===== config.mk =====
export PLATFORM = sky130hd
export DESIGN_NAME = fb_column_writer_flat
export DESIGN_NICKNAME = d
export VERILOG_FILES = /design/src/rtl/fb_pkg.sv /design/src/rtl/fb_column_writer_if.sv /design/src/rtl/fb_column_writer_wall_span_calc.sv /design/src/rtl/fb_column_writer.sv /design/src/flat_wrapper.sv
export SDC_FILE = /design/constraint.sdc
export NUM_CORES = 1
export LEC_CHECK = 0
export ABC_AREA = 1
export CORE_MARGIN = 1
export CORE_UTILIZATION = 59
export DETAILED_ROUTE_END_ITERATION = 12
export HOLD_SLACK_MARGIN = 0.08
export PLACE_DENSITY = 0.86
export SYNTH_ARGS = -nofsm -noshare
export SYNTH_HDL_FRONTEND = slang
export SYNTH_SLANG_ARGS = --single-unit

===== constraint.sdc =====
create_clock -name pixel_clk_in -period 7.5 [get_ports pixel_clk_in]
set_input_delay 1.5 -clock pixel_clk_in [delete_from_list [all_inputs] [get_ports pixel_clk_in]]
set_output_delay 1.5 -clock pixel_clk_in [all_outputs]
set_load 0.03 [all_outputs]

===== src/rtl/fb_pkg.sv =====
// ============================================================================
// Module : fb_pkg
// Brief  : Shared constants, pixel type and writer state encoding for the
//          frame-buffer column writer.
// Rev    : 1.0  initial release
// ============================================================================
`default_nettype none

package fb_pkg;

  localparam int SCREEN_WIDTH  = 320;
  localparam int SCREEN_HEIGHT = 180;
  localparam int PIXEL_WIDTH   = 16;

  localparam int COL_W  = 9;
  localparam int ROW_W  = 8;
  localparam int ADDR_W = 16;

  typedef logic [PIXEL_WIDTH-1:0] rgb565_t;

  localparam rgb565_t CEIL_COLOR  = 16'h18E3;
  localparam rgb565_t FLOOR_COLOR = 16'h4208;

  typedef enum logic [1:0] {
    IDLE      = 2'd0,
    SETUP     = 2'd1,
    DRAW      = 2'd2,
    WAIT_SWAP = 2'd3
  } writer_state_e;

  // Halve each RGB565 channel independently so no bit leaks between fields.
  function automatic rgb565_t rgb565_half(input rgb565_t c);
    return {1'b0, c[15:12], 1'b0, c[10:6], 1'b0, c[4:1]};
  endfunction

endpackage

`default_nettype wire


===== src/rtl/fb_column_writer_if.sv =====
// ============================================================================
// Module : fb_column_writer_if
// Brief  : Column-result input channel, swap handshake and frame-buffer
//          write port of the column writer, bundled with modports.
// Rev    : 1.0  initial release
// ============================================================================
`default_nettype none

interface fb_column_writer_if;
  import fb_pkg::*;

  logic               col_valid_in;
  logic               col_ready_out;
  logic [COL_W-1:0]   col_index_in;
  logic [8:0]         line_height_in;
  rgb565_t            wall_color_in;
  logic               side_in;
  logic               swap_done_in;

  logic               ray_valid_out;
  logic [ADDR_W-1:0]  ray_address_out;
  rgb565_t            ray_pixel_out;
  logic               ray_last_pixel_out;
  logic               waiting_swap_out;

  modport slave (
    input  col_valid_in, col_index_in, line_height_in, wall_color_in,
           side_in, swap_done_in,
    output col_ready_out, ray_valid_out, ray_address_out, ray_pixel_out,
           ray_last_pixel_out, waiting_swap_out
  );

  modport master (
    output col_valid_in, col_index_in, line_height_in, wall_color_in,
           side_in, swap_done_in,
    input  col_ready_out, ray_valid_out, ray_address_out, ray_pixel_out,
           ray_last_pixel_out, waiting_swap_out
  );

endinterface

`default_nettype wire


===== src/rtl/fb_column_writer_wall_span_calc.sv =====
// ============================================================================
// Module : wall_span_calc
// Brief  : Clamps the wall height to the screen and registers the vertically
//          centred wall span (first and last wall row) on load.
// Rev    : 1.0  initial release
// ============================================================================
`default_nettype none

module wall_span_calc
  import fb_pkg::*;
(
  input  logic             clk_i,
  input  logic             rst_i,
  input  logic             load_i,
  input  logic [8:0]       line_height_i,
  output logic [ROW_W-1:0] draw_start_o,
  output logic [ROW_W-1:0] draw_end_o
);

  logic [ROW_W-1:0] h_d;
  logic [ROW_W-1:0] start_d;
  logic [ROW_W-1:0] end_d;
  logic [ROW_W-1:0] start_q;
  logic [ROW_W-1:0] end_q;

  // With h=0 the end lands one row above the start, so no row is wall.
  always_comb begin
    h_d     = (line_height_i > 9'(SCREEN_HEIGHT)) ? ROW_W'(SCREEN_HEIGHT)
                                                  : line_height_i[ROW_W-1:0];
    start_d = (ROW_W'(SCREEN_HEIGHT) - h_d) >> 1;
    end_d   = start_d + h_d - 8'd1;
  end

  always_ff @(posedge clk_i) begin
    if (rst_i) begin
      start_q <= '0;
      end_q   <= '0;
    end else if (load_i) begin
      start_q <= start_d;
      end_q   <= end_d;
    end
  end

  assign draw_start_o = start_q;
  assign draw_end_o   = end_q;

endmodule

`default_nettype wire


===== src/rtl/fb_column_writer.sv =====
// ============================================================================
// Module : fb_column_writer
// Brief  : Expands per-column ray results into one RGB565 frame-buffer write
//          per row, flags the frame's final write and holds off until swap.
//          Optional build macro FB_WRITER_SIDE_SHADE_EN halves Y-side walls.
// Rev    : 1.0  initial release
// ============================================================================
`default_nettype none

module fb_column_writer
  import fb_pkg::*;
(
  input  logic                pixel_clk_in,
  input  logic                rst_in,
  fb_column_writer_if.slave   bus
);

  writer_state_e     state_q;
  writer_state_e     state_d;

  logic [COL_W-1:0]  col_q;
  rgb565_t           wall_q;
  logic [ROW_W-1:0]  row_q;
  logic [ADDR_W-1:0] addr_q;
  rgb565_t           pix_q;
  logic              valid_q;
  logic              last_q;
  logic [COL_W-1:0]  count_q;

  logic              transfer;
  logic              col_on_screen;
  logic              last_row;
  logic              frame_last;
  rgb565_t           wall_in;
  logic [ROW_W-1:0]  draw_start;
  logic [ROW_W-1:0]  draw_end;

  function automatic rgb565_t pick_pixel(
    input logic [ROW_W-1:0] row,
    input logic [ROW_W-1:0] s,
    input logic [ROW_W-1:0] e,
    input rgb565_t          wall
  );
    if (row < s)       return CEIL_COLOR;
    else if (row <= e) return wall;
    else               return FLOOR_COLOR;
  endfunction

  assign transfer      = bus.col_valid_in && (state_q == IDLE);
  assign col_on_screen = col_q < COL_W'(SCREEN_WIDTH);
  assign last_row      = row_q == ROW_W'(SCREEN_HEIGHT - 1);
  assign frame_last    = count_q == COL_W'(SCREEN_WIDTH - 1);

`ifdef FB_WRITER_SIDE_SHADE_EN
  assign wall_in = bus.side_in ? rgb565_half(bus.wall_color_in) : bus.wall_color_in;
`else
  assign wall_in = bus.wall_color_in;
`endif

  wall_span_calc u_span (
    .clk_i         (pixel_clk_in),
    .rst_i         (rst_in),
    .load_i        (transfer),
    .line_height_i (bus.line_height_in),
    .draw_start_o  (draw_start),
    .draw_end_o    (draw_end)
  );

  always_ff @(posedge pixel_clk_in) begin
    if (rst_in) state_q <= IDLE;
    else        state_q <= state_d;
  end

  always_comb begin
    state_d = state_q;
    case (state_q)
      IDLE:      if (transfer) state_d = SETUP;
      SETUP:     state_d = col_on_screen ? DRAW : IDLE;
      DRAW:      if (last_row) state_d = frame_last ? WAIT_SWAP : IDLE;
      WAIT_SWAP: if (bus.swap_done_in) state_d = IDLE;
      default:   state_d = IDLE;
    endcase
  end

  always_comb begin
    bus.col_ready_out    = (state_q == IDLE);
    bus.waiting_swap_out = (state_q == WAIT_SWAP);
  end

  assign bus.ray_valid_out      = valid_q;
  assign bus.ray_address_out    = addr_q;
  assign bus.ray_pixel_out      = pix_q;
  assign bus.ray_last_pixel_out = last_q;

  // Write outputs are pre-computed one row ahead so each DRAW cycle presents
  // the row held in row_q; the address steps by one screen line per row.
  always_ff @(posedge pixel_clk_in) begin
    if (rst_in) begin
      col_q   <= '0;
      wall_q  <= '0;
      row_q   <= '0;
      addr_q  <= '0;
      pix_q   <= '0;
      valid_q <= 1'b0;
      last_q  <= 1'b0;
      count_q <= '0;
    end else begin
      if (transfer) begin
        col_q  <= bus.col_index_in;
        wall_q <= wall_in;
      end
      case (state_q)
        SETUP: begin
          if (col_on_screen) begin
            row_q   <= '0;
            addr_q  <= ADDR_W'(col_q);
            pix_q   <= pick_pixel('0, draw_start, draw_end, wall_q);
            valid_q <= 1'b1;
            last_q  <= 1'b0;
          end
        end
        DRAW: begin
          if (!last_row) begin
            row_q   <= row_q + 8'd1;
            addr_q  <= addr_q + ADDR_W'(SCREEN_WIDTH);
            pix_q   <= pick_pixel(row_q + 8'd1, draw_start, draw_end, wall_q);
            last_q  <= frame_last && (row_q == ROW_W'(SCREEN_HEIGHT - 2));
          end else begin
            valid_q <= 1'b0;
            last_q  <= 1'b0;
            count_q <= frame_last ? '0 : count_q + 9'd1;
          end
        end
        default: ;
      endcase
    end
  end

endmodule

`default_nettype wire


===== src/flat_wrapper.sv =====
// flat-port wrapper written by rule: the top's interface ports become plain ports
module fb_column_writer_flat import fb_pkg::*;
  (pixel_clk_in, rst_in, bus_col_valid_in, bus_col_index_in, bus_line_height_in, bus_wall_color_in, bus_side_in, bus_swap_done_in, bus_col_ready_out, bus_ray_valid_out, bus_ray_address_out, bus_ray_pixel_out, bus_ray_last_pixel_out, bus_waiting_swap_out);
  fb_column_writer_if bus_i ();
  input  logic pixel_clk_in;
  input  logic rst_in;
  input wire logic [$bits(bus_i.col_valid_in)-1:0] bus_col_valid_in;
  input wire logic [$bits(bus_i.col_index_in)-1:0] bus_col_index_in;
  input wire logic [$bits(bus_i.line_height_in)-1:0] bus_line_height_in;
  input wire logic [$bits(bus_i.wall_color_in)-1:0] bus_wall_color_in;
  input wire logic [$bits(bus_i.side_in)-1:0] bus_side_in;
  input wire logic [$bits(bus_i.swap_done_in)-1:0] bus_swap_done_in;
  output wire logic [$bits(bus_i.col_ready_out)-1:0] bus_col_ready_out;
  output wire logic [$bits(bus_i.ray_valid_out)-1:0] bus_ray_valid_out;
  output wire logic [$bits(bus_i.ray_address_out)-1:0] bus_ray_address_out;
  output wire logic [$bits(bus_i.ray_pixel_out)-1:0] bus_ray_pixel_out;
  output wire logic [$bits(bus_i.ray_last_pixel_out)-1:0] bus_ray_last_pixel_out;
  output wire logic [$bits(bus_i.waiting_swap_out)-1:0] bus_waiting_swap_out;
  assign bus_i.col_valid_in = bus_col_valid_in;
  assign bus_i.col_index_in = bus_col_index_in;
  assign bus_i.line_height_in = bus_line_height_in;
  assign bus_i.wall_color_in = bus_wall_color_in;
  assign bus_i.side_in = bus_side_in;
  assign bus_i.swap_done_in = bus_swap_done_in;
  assign bus_col_ready_out = bus_i.col_ready_out;
  assign bus_ray_valid_out = bus_i.ray_valid_out;
  assign bus_ray_address_out = bus_i.ray_address_out;
  assign bus_ray_pixel_out = bus_i.ray_pixel_out;
  assign bus_ray_last_pixel_out = bus_i.ray_last_pixel_out;
  assign bus_waiting_swap_out = bus_i.waiting_swap_out;
  fb_column_writer u_core (.pixel_clk_in(pixel_clk_in), .rst_in(rst_in), .bus(bus_i));
endmodule

## After elaboration in Yosys (flattened, before gate mapping)

Cells that the tools add are included.

| word-level totals | value |
|---|---|
| bits in read-only memories | 0 |
| memories | 0 |
| input bits | 39 |
| flip-flop bits (word level) | 93 |
| bits in writable memories | 0 |
| logic and storage cells | 70 |
| bits in latches | 0 |

| operators by class | value |
|---|---|
| shift operators | 0 |
| $mul | 0 |
| $lt $le $gt $ge | 6 |
| bitwise logic cells | 0 |
| add/subtract/negate cells | 6 |
| reductions and logical operators | 9 |
| div/mod/pow operators | 0 |
| equal/unequal tests | 11 |
| mux-type cells | 27 |

Operators with widths:

| operator | number |
|---|---|
| $mux W16 | 8 |
| $pmux W16 S2 | 2 |
| $mux W8 | 3 |
| $add A16 B9 Y16 const B | 1 |
| $eq A8 B8 Y1 const B | 2 |
| $pmux W8 S2 | 1 |
| $mux W2 | 5 |
| $add A9 B1 Y9 const B | 1 |
| $eq A9 B9 Y1 const B | 1 |
| $gt A9 B8 Y1 const B | 1 |
| $lt A9 B9 Y1 const B | 1 |
| $mux W9 | 1 |
| $reduce_and A3 Y1 | 3 |
| $add A7 B8 Y8 | 1 |
| $add A8 B1 Y8 const B | 1 |
| $le A1 B8 Y1 const A | 1 |
| $le A8 B8 Y1 | 1 |
| $lt A8 B7 Y1 | 1 |
| $pmux W2 S4 | 1 |
| $sub A8 B1 Y8 const B | 1 |
| $sub A8 B8 Y8 const A | 1 |
| $lt A1 B7 Y1 const A | 1 |
| $ne A2 B1 Y1 const B | 3 |
| $eq A2 B2 Y1 const B | 2 |
| 8 further kinds | 15 |

## Logic depth before layout (Yosys ltp)

| logic depth | value |
|---|---|
| depth in word-level cells | 6 |
| gate-level depth with buffers | 26 |
| depth with buffers taken out | 25 |

## Cells and area by module

From an unflattened synthesis, not the netlist that was laid out.

| second synthesis, totals | value |
|---|---|
| cell total of the unflattened synthesis | 755 |
| area total of the unflattened synthesis | 5181.2 um^2 |

Modules (own cells, without submodules):

| module | times used | cells an instance | sequential area each (um^2) | area an instance (um^2) |
|---|---|---|---|---|
| fb_column_writer | 1 | 574 | 1561.5 | 3967.6 |
| wall_span_calc | 1 | 181 | 300.3 | 1213.7 |

## Least setup slack after synthesis

OpenSTA, ideal clock, no wires.

| path | value |
|---|---|
| path kind | input port to flip-flop |
| start point | in bus_line_height_in[3] |
| end point | reg u_core.u_span.end_q[6], in the netlist u_core.u_span.draw_end_o[6] |
| arrival | 4.169 ns |
| stages on the path | 24 |
| slack | 3.222 ns |
| required time | 7.391 ns |
| setup time | 0.109 ns |
| path buffers | 1 |
| cell sequence | nor2_1 > nor2_1 > nand2_1 > nand2_1 > nand2_1 > buf_4 > nand2_1 > ha_1 > inv_1 > nand2_1 > nand2_1 > xnor2_1 > inv_1 > ha_1 > inv_1 > ha_1 > a21oi_1 > nor3_1 > a211oi_1 > nand2_1 > nand2_1 > nand3_1 > nand2_1 > inv_1 |

| on the way | value |
|---|---|
| cells in the longest elaborated chain, start to end | 5 |

Ends and longest elaborated chain:

| element | line | source |
|---|---|---|
| start, declared | flat_wrapper.sv:9 | `input wire logic [$bits(bus_i.line_height_in)-1:0] bus_line_height_in;` |
| $gt A9 B8 Y1 | fb_column_writer_wall_span_calc.sv:28 | `h_d = (line_height_i > 9'(SCREEN_HEIGHT)) ? ROW_W'(SCREEN_HEIGHT)` |
| $mux W8 * | fb_column_writer_wall_span_calc.sv:28 |  |
| $sub A8 B8 Y8 | fb_column_writer_wall_span_calc.sv:30 | `start_d = (ROW_W'(SCREEN_HEIGHT) - h_d) >> 1;` |
| $add A7 B8 Y8 * | fb_column_writer_wall_span_calc.sv:31 | `end_d = start_d + h_d - 8'd1;` |
| $sub A8 B1 Y8 * | fb_column_writer_wall_span_calc.sv:31 |  |
| end signal, assigned | fb_column_writer_wall_span_calc.sv:40 | `end_q <= end_d;` |
| end, declared | fb_column_writer_wall_span_calc.sv:24 | `logic [ROW_W-1:0] end_q;` |

Mark *: on every way between the ends. The rest lies on a longest branch, timed or not.
A chain may end at the register's enable or synchronous reset.

## Worst setup path after layout

| path | value |
|---|---|
| start point | in bus_line_height_in[6] |
| end point | reg u_core.u_span.end_q[7], in the netlist u_core.u_span.draw_end_o[7] |

Same word-level chain as after synthesis.

==> impl_metrics.prom <==
# TYPE chip_impl_metric gauge
chip_impl_info{name="run_status",value="finished clean"} 1
chip_impl_info{name="cts-root-buf",value="clkbuf_8"} 1
chip_impl_metric{name="yosys_warnings",unit=""} 0
chip_impl_metric{name="final-instance-count-excl-fill",unit=""} 895
chip_impl_metric{name="worst_skew_pair.late_latency",unit="ps"} 370
chip_impl_metric{name="fmax",unit="GHz"} 0.199
chip_impl_metric{name="mappedNetlistNets",unit=""} 792
chip_impl_metric{name="final_core_utilization",unit="%"} 72.4
chip_impl_metric{name="hold_buffers",unit=""} 0
chip_impl_metric{name="cts.clk_slew.worst_paths",unit="ps"} 100
chip_impl_metric{name="final_layout_size_suffix_gt1_share",unit="%"} 5.06
chip_impl_metric{name="worstPathMaxFanout",unit=""} 14
chip_impl_metric{name="finalWirelength",unit="um"} 12000
chip_impl_metric{name="arr_time_crit_path",unit="ps"} 5300
chip_impl_metric{name="port-buffer-count",unit=""} 73
chip_impl_metric{name="place.gp.congestion",unit=""} 0.886
chip_impl_metric{name="post_cts_resize_count",unit=""} 0
chip_impl_metric{name="final_nets",unit=""} 854
chip_impl_metric{name="timing_max_transition_violations_final",unit=""} 0
chip_impl_metric{name="first_global_vias",unit=""} 4547
chip_impl_info{name="synth_top_flop_cell",value="dfxtp_1"} 1
chip_impl_info{name="endpoint_kind",value="register"} 1
chip_impl_metric{name="peakVddDrop",unit="mV"} 0.171
chip_impl_metric{name="sequential_element_share_of_the_synthesized_area",unit="%"} 37.3
chip_impl_metric{name="postSynthAreaPerCell",unit="sq um"} 6.90
chip_impl_metric{name="routed_vias_inst",unit=""} 5.50
chip_impl_metric{name="cts.sinks",unit=""} 93
chip_impl_info{name="ys_top_cells_by_area",value="dfxtp_1 37%, nand2_1 12%, ha_1 7.3%, a21oi_1 7.0%, inv_1 6.8%"} 1
chip_impl_metric{name="hpwl",unit="um"} 8650
chip_impl_metric{name="postRouteAntennaNets",unit=""} 0
chip_impl_metric{name="finClkSkew",unit="ps"} 16.4
chip_impl_metric{name="synthesis.instances",unit=""} 723
chip_impl_metric{name="cellPowerDensity",unit="nW/um^2"} 315
chip_impl_metric{name="maxCapViolations",unit=""} 0
chip_impl_metric{name="setup_tns",unit="ps"} 0
chip_impl_metric{name="met2RoutedLength",unit="um"} 5950
chip_impl_metric{name="fraction_of_registers_with_async_set_reset",unit="%"} 0
chip_impl_metric{name="static-leakage-power",unit="nW"} 2.63
chip_impl_metric{name="final-hold-violation-count",unit=""} 0
chip_impl_metric{name="synth.top_cell.area_share",unit="%"} 37.3
chip_impl_metric{name="maximum_number_of_pins_on_one_net_before_global_route_repair",unit=""} 48
chip_impl_metric{name="yosysUniqueCellTypes",unit=""} 38
chip_impl_metric{name="synth_enable_flop_cells",unit=""} 0
chip_impl_metric{name="grt_pass1_wl",unit="um"} 19900
chip_impl_metric{name="preCtsSetupSlack",unit="ps"} 2130
chip_impl_metric{name="die_boundary_width",unit="um"} 93.9
chip_impl_metric{name="drt_drc_violations_left",unit=""} 0
chip_impl_metric{name="finalSetupViolCount",unit=""} 0
chip_impl_metric{name="cts-htree-levels",unit=""} 3
chip_impl_metric{name="placement_rows",unit=""} 33
chip_impl_metric{name="io-pin-count",unit=""} 75
chip_impl_metric{name="grt_overflow_total",unit=""} 0
chip_impl_metric{name="period_needed",unit="ps"} 5030
chip_impl_metric{name="endpoint_required_time_on_the_critical_path",unit="ps"} 7770
chip_impl_metric{name="place_area",unit="sq um"} 5770
chip_impl_metric{name="numCtsBuffers",unit=""} 9
chip_impl_info{name="netlist_top_cells_count",value="153 x nand2_1, 93 x dfxtp_1, 90 x inv_1, 79 x nor2_1, 70 x a21oi_1"} 1
chip_impl_metric{name="gr-usage-all-layers",unit="%"} 28.4
chip_impl_metric{name="wl_met3",unit="um"} 701
chip_impl_metric{name="hold_ws",unit="ps"} 470
chip_impl_metric{name="dieHeight",unit="um"} 93.9
chip_impl_info{name="tritoncts_clock_tree",value="done"} 1
chip_impl_metric{name="antenna_found_initial",unit=""} 0
chip_impl_metric{name="max_slew.worst_pin.slew",unit="ps"} 925
chip_impl_info{name="cpMostUsedCell",value="nand2_1"} 1
chip_impl_info{name="crit_path_top_delay_cell",value="clkdlybuf4s50_1"} 1
chip_impl_info{name="timing.setup.critical_path_class",value="input port to register"} 1
chip_impl_info{name="worstSetupStartpointType",value="input port"} 1
chip_impl_metric{name="min_period_over_period",unit="%"} 67.1
chip_impl_metric{name="postCtsSetupRepairBufs",unit=""} 0
chip_impl_metric{name="effective_utilization_at_floorplan",unit="%"} 60.7
chip_impl_metric{name="area_grow_syn2layout",unit="%"} 19.3
chip_impl_metric{name="core_region_area",unit="sq um"} 8220
chip_impl_info{name="worstHoldPathType",value="register to register"} 1
chip_impl_info{name="dr.max_layer_used",value="met4"} 1
chip_impl_metric{name="synth_seq_cells",unit=""} 93
chip_impl_metric{name="maximum_cell_stage_delay_along_the_critical_path",unit="ps"} 460
chip_impl_metric{name="clock_tree.buffer_depth",unit=""} 2
chip_impl_metric{name="syn_area",unit="sq um"} 4990
chip_impl_metric{name="dr_total_vias",unit=""} 4926
chip_impl_metric{name="violation_count_after_the_first_detailed_routing_iteration",unit=""} 278
chip_impl_metric{name="maxSlewHeadroom",unit="%"} 38.0
chip_impl_info{name="synth_most_common_cell",value="nand2_1"} 1
chip_impl_metric{name="drt-wirelength-per-cell",unit="um"} 13.4
chip_impl_metric{name="setup_slack",unit="ps"} 2470
chip_impl_metric{name="tot_pwr",unit="mW"} 1.87
chip_impl_metric{name="die_area",unit="sq um"} 8820
chip_impl_metric{name="insertedDiodeCount",unit=""} 0
chip_impl_info{name="rsz0062_at_grt",value="no"} 1
chip_impl_metric{name="numPlacedInstances",unit=""} 879
chip_impl_metric{name="firstDrtPassIters",unit=""} 5
chip_impl_info{name="synth.largest_area_cell",value="dfxtp_1"} 1
chip_impl_metric{name="met1_wire_length",unit="um"} 5050
chip_impl_metric{name="final_cell_area",unit="sq um"} 5950
power by group:
part | switching, mW | leakage (nW) | internal [mW]
clock | 0.197 | 0.0969 | 0.128
combinational | 0.596 | 1.77 | 0.287
sequential | 0.0647 | 0.762 | 0.603
layout make-up:
type | count | area [sq um]
tap | 105 | 131
clock buffer | 9 | 124
fill | 671 | 2270
multi-input combinational | 508 | 2650
timing repair buffer | 76 | 753
clock inverter | 7 | 60.1
inverter | 97 | 365
sequential | 93 | 1860
routing by layer:
metal  vias up  global-route usage, %
met3        24                   5.83
met5         -                      0
met4         0                   13.3
met1      2254                   33.5
met2       174                   49.0
li1       2474                      -
placed cells by master (no fill, tap or decap), drive strengths merged, types with 2 or more instances in the layout:
cell type	n
nand2	158
inv	99
dfxtp	93
nor2	85
clkdlybuf4s50	73
a21oi	70
o21ai	61
nand3	47
ha	29
nor3	14
nand4	12
clkbuf	9
xor2	7
clkinv	5
xnor2	4
a31oi	3
o21bai	3
nor3b	3
a211oi	3
buf	3
o211ai	2
nand3b	2
sequential cells by signal, summed over array words and instances (netlist names):
name	count
u_core.col_q	9
u_core.row_q	8
u_core.bus.ray_address_out	16
u_core.u_span.draw_start_o	7
u_core.wall_q	16
u_core.u_span.draw_end_o	8
u_core.bus.ray_pixel_out	16
u_core.bus.ray_valid_out	1
u_core.bus.ray_last_pixel_out	1
u_core.count_q	9
u_core.state_q	2
worst max-delay path: cells and delay by family:
kind | cells | cell delay [ps]
AOI/OAI and AO/OA | 4 | 650
xor gates and xnor gates | 1 | 160
adders and majority gates | 3 | 900
buffers and inverters | 6 | 810
and+or+nand+nor | 11 | 1260
path summary, 6_finish.rpt:
path                                                                start                                           to  slack [ps]  cells past startpoint
worst max register to register             u_core.state_q[0]$_SDFFE_PP0P_  u_core.bus.ray_address_out[14]$_SDFFE_PP0P_        4560                      9
worst min-delay path            u_core.bus.ray_pixel_out[13]$_SDFFE_PP0P_    u_core.bus.ray_pixel_out[13]$_SDFFE_PP0P_         470                      2
worst min register to register  u_core.bus.ray_pixel_out[13]$_SDFFE_PP0P_    u_core.bus.ray_pixel_out[13]$_SDFFE_PP0P_         470                      2
worst max-delay path                                bus_line_height_in[6]     u_core.u_span.draw_end_o[7]$_SDFFE_PP0P_        2470                     25
logic make-up after synthesis:
logic type / Yosys count / synth area share [%]
simple gates: 323 / 28.5
compound gates: 144 / 15.1
buf+inv: 122 / 9.43
flops: 93 / 37.3
fa+ha+maj: 30 / 7.68
xor+xnor: 11 / 1.93
Note: power is estimated with default switching activity, not from simulation.
